==> src/rtl/approx_adder_err_monitor_pkg.sv <==
// rtl/approx_adder_err_monitor_pkg.sv - shared types, LFSR constants and helpers for the adder error monitor
// Purpose: FSM state encoding, operand LFSR taps/seed and the error-distance helper.
// Ports: none (package).
package approx_err_pkg;

  typedef enum logic [1:0] {
    ST_IDLE  = 2'd0,
    ST_RUN   = 2'd1,
    ST_DRAIN = 2'd2,
    ST_DONE  = 2'd3
  } state_e;

  // x^33 + x^20 + 1: feedback taps on state bits 32 and 19.
  localparam logic [32:0] LFSR_TAPS_W16     = 33'h1_0008_0000;
  localparam logic [32:0] LFSR_SEED_DEFAULT = 33'h1_2345_6789;

  // Wide enough for any operand width the monitor is built with; callers truncate.
  localparam int ABS_W = 64;

  function automatic logic [ABS_W-1:0] abs_diff(input logic [ABS_W-1:0] exact,
                                                input logic [ABS_W-1:0] actual);
    return (exact >= actual) ? (exact - actual) : (actual - exact);
  endfunction

endpackage

==> src/rtl/approx_adder_err_monitor_lfsr_gen.sv <==
// rtl/approx_adder_err_monitor_lfsr_gen.sv - Fibonacci LFSR operand generator
// Purpose: N-bit Fibonacci LFSR that advances one step per enabled cycle.
// Ports: clk, rst (async active-high, loads SEED), en_i (advance), state_o (registered state).
module lfsr_gen
  import approx_err_pkg::*;
#(
  parameter int          N    = 33,
  parameter logic [N-1:0] SEED = LFSR_SEED_DEFAULT,
  parameter logic [N-1:0] TAPS = LFSR_TAPS_W16
) (
  input  logic         clk,
  input  logic         rst,
  input  logic         en_i,
  output logic [N-1:0] state_o
);

  logic [N-1:0] state_q, state_d;

  // Shift toward the MSB; the XOR of the tapped bits enters at bit 0.
  always_comb begin
    state_d = state_q;
    if (en_i) state_d = {state_q[N-2:0], ^(state_q & TAPS)};
  end

  always_ff @(posedge clk or posedge rst) begin
    if (rst) state_q <= SEED;
    else     state_q <= state_d;
  end

  assign state_o = state_q;

endmodule

==> src/rtl/approx_adder_err_monitor.sv <==
// rtl/approx_adder_err_monitor.sv - on-chip error characterisation engine for approximate adders
// Purpose: drives LFSR operand vectors into an external adder, compares {cout,sum} against the
//          exact sum DUT_LAT cycles later and accumulates vector/error counts and error distance.
// Ports: clk, rst (async active-high); start, num_vec, mask_msb (run control);
//        dut_a, dut_b, dut_cin (operands out); dut_sum, dut_cout (adder result in);
//        busy, done (status); vec_cnt, err_cnt, ed_sum, max_ed (results, valid in DONE).
module approx_adder_err_monitor
  import approx_err_pkg::*;
#(
  parameter int                 WIDTH     = 16,
  parameter int                 CNT_W     = 32,
  parameter int                 DUT_LAT   = 0,
  parameter logic [2*WIDTH:0]   LFSR_SEED = LFSR_SEED_DEFAULT
) (
  input  logic                   clk,
  input  logic                   rst,
  input  logic                   start,
  input  logic [CNT_W-1:0]       num_vec,
  input  logic                   mask_msb,
  output logic [WIDTH-1:0]       dut_a,
  output logic [WIDTH-1:0]       dut_b,
  output logic                   dut_cin,
  input  logic [WIDTH-1:0]       dut_sum,
  input  logic                   dut_cout,
  output logic                   busy,
  output logic                   done,
  output logic [CNT_W-1:0]       vec_cnt,
  output logic [CNT_W-1:0]       err_cnt,
  output logic [CNT_W+WIDTH:0]   ed_sum,
  output logic [WIDTH:0]         max_ed
);

  localparam int LW = 2*WIDTH + 1;
  localparam int EW = WIDTH + 1;
  localparam int SW = CNT_W + WIDTH + 1;
  localparam logic [LW-1:0] TAPS = LW'(LFSR_TAPS_W16);

  state_e            state_q, state_d;
  logic [CNT_W-1:0]  left_q, left_d;
  logic [2:0]        drain_q, drain_d;
  logic              mask_q, mask_d;
  logic [WIDTH-1:0]  a_q, a_d, b_q, b_d, op_keep;
  logic              cin_q, cin_d;
  logic [LW-1:0]     lfsr_q;
  logic              lfsr_en, accept, run_valid;
  logic [EW-1:0]     exact_now, cmp_exact, actual, ed;
  logic              cmp_valid;
  logic [CNT_W-1:0]  vec_cnt_q, err_cnt_q;
  logic [SW-1:0]     ed_sum_q;
  logic [EW-1:0]     max_ed_q;

  assign accept = start && ((state_q == ST_IDLE) || (state_q == ST_DONE));

  lfsr_gen #(.N(LW), .SEED(LFSR_SEED), .TAPS(TAPS)) u_lfsr (
    .clk     (clk),
    .rst     (rst),
    .en_i    (lfsr_en),
    .state_o (lfsr_q)
  );

  // FSM: state register
  always_ff @(posedge clk or posedge rst) begin
    if (rst) state_q <= ST_IDLE;
    else     state_q <= state_d;
  end

  // FSM: next state
  always_comb begin
    state_d = state_q;
    unique case (state_q)
      ST_IDLE, ST_DONE: if (accept) state_d = (num_vec != '0) ? ST_RUN : ST_DONE;
      ST_RUN:   if (left_q == CNT_W'(1)) state_d = (DUT_LAT == 0) ? ST_DONE : ST_DRAIN;
      ST_DRAIN: if (drain_q == 3'd1) state_d = ST_DONE;
      default:  state_d = ST_IDLE;
    endcase
  end

  // FSM: outputs
  always_comb begin
    busy = (state_q == ST_RUN) || (state_q == ST_DRAIN);
    done = (state_q == ST_DONE);
  end

  // Run/drain counters and operand registers. Operands are loaded on every edge that
  // enters or stays in RUN, so the LFSR step and the presented vector stay paired.
  always_comb begin
    left_d  = left_q;
    drain_d = drain_q;
    mask_d  = mask_q;
    if (accept) begin
      left_d = num_vec;
      mask_d = mask_msb;
    end else if (state_q == ST_RUN) begin
      left_d = left_q - CNT_W'(1);
    end
    if (state_q == ST_RUN)        drain_d = 3'(DUT_LAT);
    else if (state_q == ST_DRAIN) drain_d = drain_q - 3'd1;

    lfsr_en = (state_d == ST_RUN);
    op_keep = mask_d ? {1'b0, {(WIDTH-1){1'b1}}} : '1;
    a_d     = lfsr_en ? (lfsr_q[WIDTH-1:0] & op_keep)       : '0;
    b_d     = lfsr_en ? (lfsr_q[2*WIDTH-1:WIDTH] & op_keep) : '0;
    cin_d   = lfsr_en ? lfsr_q[2*WIDTH] : 1'b0;
  end

  always_ff @(posedge clk or posedge rst) begin
    if (rst) begin
      left_q  <= '0;
      drain_q <= '0;
      mask_q  <= 1'b0;
      a_q     <= '0;
      b_q     <= '0;
      cin_q   <= 1'b0;
    end else begin
      left_q  <= left_d;
      drain_q <= drain_d;
      mask_q  <= mask_d;
      a_q     <= a_d;
      b_q     <= b_d;
      cin_q   <= cin_d;
    end
  end

  assign dut_a   = a_q;
  assign dut_b   = b_q;
  assign dut_cin = cin_q;

  assign run_valid = (state_q == ST_RUN);
  assign exact_now = EW'(a_q) + EW'(b_q) + EW'(cin_q);

  // Expected value delay line, aligned with the adder's pipeline latency.
  generate
    if (DUT_LAT == 0) begin : g_nodly
      assign cmp_valid = run_valid;
      assign cmp_exact = exact_now;
    end else begin : g_dly
      logic          vld_q [DUT_LAT];
      logic [EW-1:0] ex_q  [DUT_LAT];
      always_ff @(posedge clk or posedge rst) begin
        if (rst) begin
          for (int i = 0; i < DUT_LAT; i++) begin
            vld_q[i] <= 1'b0;
            ex_q[i]  <= '0;
          end
        end else begin
          vld_q[0] <= run_valid;
          ex_q[0]  <= exact_now;
          for (int i = 1; i < DUT_LAT; i++) begin
            vld_q[i] <= vld_q[i-1];
            ex_q[i]  <= ex_q[i-1];
          end
        end
      end
      assign cmp_valid = vld_q[DUT_LAT-1];
      assign cmp_exact = ex_q[DUT_LAT-1];
    end
  endgenerate

  assign actual = {dut_cout, dut_sum};
  assign ed     = EW'(abs_diff(ABS_W'(cmp_exact), ABS_W'(actual)));

  always_ff @(posedge clk or posedge rst) begin
    if (rst) begin
      vec_cnt_q <= '0;
      err_cnt_q <= '0;
      ed_sum_q  <= '0;
      max_ed_q  <= '0;
    end else if (accept) begin
      vec_cnt_q <= '0;
      err_cnt_q <= '0;
      ed_sum_q  <= '0;
      max_ed_q  <= '0;
    end else if (cmp_valid) begin
      vec_cnt_q <= vec_cnt_q + CNT_W'(1);
      err_cnt_q <= err_cnt_q + CNT_W'(ed != '0);
      ed_sum_q  <= ed_sum_q + SW'(ed);
      if (ed > max_ed_q) max_ed_q <= ed;
    end
  end

  assign vec_cnt = vec_cnt_q;
  assign err_cnt = err_cnt_q;
  assign ed_sum  = ed_sum_q;
  assign max_ed  = max_ed_q;

endmodule

==> config.mk <==
export PLATFORM = sky130hd
export DESIGN_NAME = approx_adder_err_monitor
export DESIGN_NICKNAME = d
export VERILOG_FILES = /design/src/rtl/approx_adder_err_monitor_pkg.sv /design/src/rtl/approx_adder_err_monitor_lfsr_gen.sv /design/src/rtl/approx_adder_err_monitor.sv
export SDC_FILE = /design/constraint.sdc
export NUM_CORES = 1
export LEC_CHECK = 0
export ABC_CLOCK_PERIOD_IN_PS = 17000
export BUFFER_PORTS_ARGS = -buffer_cell sky130_fd_sc_hd__buf_2
export CAP_MARGIN = 20
export CORE_MARGIN = 5
export CORE_UTILIZATION = 60
export DETAILED_ROUTE_END_ITERATION = 10
export GPL_TIMING_DRIVEN = 0
export PLACE_DENSITY = 0.86
export SYNTH_ARGS = -nofsm -noshare
export SYNTH_HDL_FRONTEND = slang
export SYNTH_SLANG_ARGS = --single-unit
export TNS_END_PERCENT = 20
==> constraint.sdc <==
create_clock -name clk -period 17 [get_ports clk]
set_input_delay 1.7 -clock clk [delete_from_list [all_inputs] [get_ports clk]]
set_output_delay 1.7 -clock clk [all_outputs]
set_load 0.05 [all_outputs]
==> flow_metrics.env <==
export IMPL_grt_overflow=0
export IMPL_leakage_nw=8.255
export IMPL_io_pins=218
export IMPL_yosysWarningCount=0
export IMPL_core_area_um2=23260
export IMPL_ys_async_sr_fraction_pct=100.0
export IMPL_critical_path_top_delay_family="compound AO/OA/AOI/OAI gates"
export IMPL_area_growth_pct=17.10
export IMPL_fill_cells=1787
export IMPL_port_buffer_count=217
export IMPL_count_of_routing_violations_after_the_opening_detailed_route_iteration=913
export IMPL_synth_edff_count=0
export IMPL_synth_top_flop_cell="sky130_fd_sc_hd__dfrtp_1"
export IMPL_globalRouteMet1Util_pct=35.36
export IMPL_drcViolationCount=0
export IMPL_max_vdd_ir_drop_mv=0.08537
export IMPL_wl_per_cell_um=17.88
export IMPL_max_stage_delay_ps=850
export IMPL_grt_max_degree=136
export IMPL_synth_nets=1633
export IMPL_hold_worst_slack_ps=496.5
export IMPL_critPathArrivalTime_ps=9140
export IMPL_instances_no_fill=2066
export IMPL_final_common_cell="sky130_fd_sc_hd__buf_2"
export IMPL_post_cts_hold_buffer_count=0
export IMPL_setup_viol_count_final=0
export IMPL_maxSlewViolCount=0
export IMPL_post_synth_num_cell_types=70
export IMPL_rsz_0062_raised_after_global_routing="no"
export IMPL_cap_violations=0
export IMPL_end_kind="register"
export IMPL_power_after_layout_mw=2.333
export IMPL_tightestPinTransition_ps=922.8
export IMPL_fin_area_um2=16460
export IMPL_final_hold_viol_count=0
export IMPL_place_detailed_hpwl_mm=27.60
export IMPL_row_count=56
export IMPL_synth_seq_cells=234
export IMPL_cts_htree_levels=1
export IMPL_post_dp_cell_area_um2=15570
export IMPL_number_of_antenna_violations_at_the_first_check_in_global_routing=2
export IMPL_timing_critical_path_fanout_max=10
export IMPL_gr_usage_all_layers_pct=27.29
export IMPL_path_class="reg -> reg"
export IMPL_layout_cells_most_common_list="222 x sky130_fd_sc_hd__buf_2, 219 x sky130_fd_sc_hd__dfrtp_1, 158 x sky130_fd_sc_hd__nor2_1, 114 x sky130_fd_sc_hd__nand2_1, 97 x sky130_fd_sc_hd__xor2_1"
export IMPL_dpl_cell_count=2016
export IMPL_post_route_period_util_pct=51.45
export IMPL_final_layout_size_suffix_gt1_share_pct=19.20
export IMPL_drt_pass1_iter_count=5
export IMPL_grt_pass1_wl_mm=59.69
export IMPL_p_per_area_nw_per_um2=141.7
export IMPL_initial_core_util_pct=60.41
export IMPL_worst_ep_required_time_ps=17400
export IMPL_nNetsFinal=1879
export IMPL_worst_setup_path_start_kind="register"
export IMPL_worst_path_buf_inv=3
export IMPL_clk_insertion_delay_late_ps=530
export IMPL_tritoncts="done"
export IMPL_cts_sink_count=234
export IMPL_remaining_number_of_nets_flagged_by_the_antenna_check_after_routing=0
export IMPL_syn_area_per_cell_um2=9.502
export IMPL_die_span_in_x_um=163.0
export IMPL_hold_path_class="reg -> reg"
export IMPL_grt_use_met3_pct=3.987
export IMPL_clk_pin_slew_ps=60
export IMPL_relSlewSlack_pct=36.89
export IMPL_synth_cells=1479
export IMPL_first_global_vias=12080
export IMPL_busiest_layer="met2"
export IMPL_die_area_um2=26580
export IMPL_clockRootBuffer="sky130_fd_sc_hd__clkbuf_16"
export IMPL_critPathSlowestCell="sky130_fd_sc_hd__a2111oi_0"
export IMPL_totalNegativeSetupSlack_ps=0
export IMPL_min_period_ps=8747
export IMPL_chipHeight_um=163.0
export IMPL_cts_buffers_inserted=26
export IMPL_post_cts_resize_count=0
export IMPL_postCtsSetupBuffers=0
export IMPL_finalClockSkew_ps=19.12
export IMPL_max_clock_freq_mhz=114.3
export IMPL_globalplace_congestion=0.9248
export IMPL_globalRouteMet2Util_pct=46.62
export IMPL_routed_wl_mm=36.94
export IMPL_outcome="finished, final reports clean"
export IMPL_synth_sequential_area_ratio_pct=41.80
export IMPL_vias_per_cell=5.823
export IMPL_cts_root_to_sink_buffers=3
export IMPL_vias_after_detailed_routing=12030
export IMPL_synth_area_um2=14050
[registers in the layout (all words and copies together), names as in the netlist]
register / flops
drain_q: 3
dut_a: 16
dut_b: 16
dut_cin: 1
ed_sum: 49
err_cnt: 32
left_q: 32
mask_q: 1
max_ed: 17
state_q: 2
u_lfsr.state_o: 33
vec_cnt: 32
[where the power goes]
| group | internal, mW | leakage (nW) | total (mW) | switching (mW) |
|---|---|---|---|---|
| combinational | 0.334 | 4.72 | 1.01 | 0.680 |
| clock | 0.350 | 0.430 | 0.579 | 0.229 |
| sequential | 0.648 | 3.10 | 0.740 | 0.0921 |
[stage by stage]
stage | util (%) | setup slack, ps
global placement | 66.80 | 6525
CTS | 70.72 | 8350
finish | 70.75 | 8253
floorplan | - | 8907
detailed placement | 66.95 | 8427
global route | 70.75 | 7834
[worst paths after layout]
check                                               start                endpoint  slack, ps  cells after the start
min                        u_lfsr.state_o[30]$_DFFE_PP0N_     dut_b[14]$_DFF_PP0_        500                      1
max                                    dut_a[0]$_DFF_PP0_  ed_sum[20]$_DFFE_PP0P_       8250                     29
min reg2reg                u_lfsr.state_o[30]$_DFFE_PP0N_     dut_b[14]$_DFF_PP0_        500                      1
max in group asynchronous                             rst     dut_a[10]$_DFF_PP0_      14520                      3
min in group asynchronous                             rst  ed_sum[32]$_DFFE_PP0P_       1290                      2
max reg2reg                            dut_a[0]$_DFF_PP0_  ed_sum[20]$_DFFE_PP0P_       8250                     29
[per-layer routing]
layer | up-vias | routed length (µm)
met4 | 0 | 1436
met3 | 98 | 2207
met5 | - | 0
li1 | 5654 | -
met2 | 445 | 18080
met1 | 5834 | 15210
[logic make-up (layout without fill, tap and decap cells)]
group,Yosys count,in the layout,share of synthesized area [%]
AO/OA/AOI/OAI,258,258,11.33
XOR/XNOR,152,152,9.473
adder cells (fa/ha/maj),101,101,9.259
buffers and inverters,126,392,3.517
flip-flops,234,234,41.80
multiplexers,67,67,5.271
other,0,2,0
AND/OR/NAND/NOR,541,541,19.35
[cell usage after synthesis, types with 7 or more instances]
library cell | instances | share of area (%)
sky130_fd_sc_hd__nand2_1 | 114 | 3.0
sky130_fd_sc_hd__nand3b_1 | 7 | 0.37
sky130_fd_sc_hd__a31oi_1 | 9 | 0.40
sky130_fd_sc_hd__nor4_1 | 17 | 0.76
sky130_fd_sc_hd__a21oi_1 | 73 | 2.6
sky130_fd_sc_hd__a21o_1 | 23 | 1.2
sky130_fd_sc_hd__clkbuf_1 | 35 | 0.93
sky130_fd_sc_hd__dfstp_2 | 15 | 2.8
sky130_fd_sc_hd__nand4_1 | 38 | 1.7
sky130_fd_sc_hd__xor2_1 | 97 | 6.0
sky130_fd_sc_hd__mux2_2 | 28 | 2.2
sky130_fd_sc_hd__and4_1 | 9 | 0.56
sky130_fd_sc_hd__mux2_4 | 7 | 0.75
sky130_fd_sc_hd__and2_1 | 43 | 1.9
sky130_fd_sc_hd__ha_1 | 96 | 8.5
sky130_fd_sc_hd__and3_1 | 29 | 1.3
sky130_fd_sc_hd__nor2b_1 | 12 | 0.53
sky130_fd_sc_hd__xnor2_1 | 55 | 3.4
sky130_fd_sc_hd__mux2i_1 | 32 | 2.3
sky130_fd_sc_hd__a211oi_1 | 7 | 0.37
sky130_fd_sc_hd__dfrtp_1 | 219 | 39
sky130_fd_sc_hd__o21ai_0 | 88 | 3.1
sky130_fd_sc_hd__inv_1 | 78 | 2.1
sky130_fd_sc_hd__o21a_1 | 7 | 0.37
sky130_fd_sc_hd__nand2b_1 | 9 | 0.40
sky130_fd_sc_hd__nor3_1 | 24 | 0.85
sky130_fd_sc_hd__or3_1 | 16 | 0.71
sky130_fd_sc_hd__nand3_1 | 46 | 1.6
sky130_fd_sc_hd__nor2_1 | 158 | 4.2
[cell type report]
cell class	count	area, µm²	area share (%)
Antenna cell	2	5.005	0.03041
Sequential cell	234	5874	35.70
Multi-Input combinational cell	1119	7685	46.70
Timing Repair Buffer	218	1114	6.767
Tap cell	319	399.1	2.425
Clock buffer	38	747.0	4.539
Buffer	48	201.4	1.224
Inverter	78	300.3	1.825
Clock inverter	10	131.4	0.7983
Power figures use the tool's default switching activity.
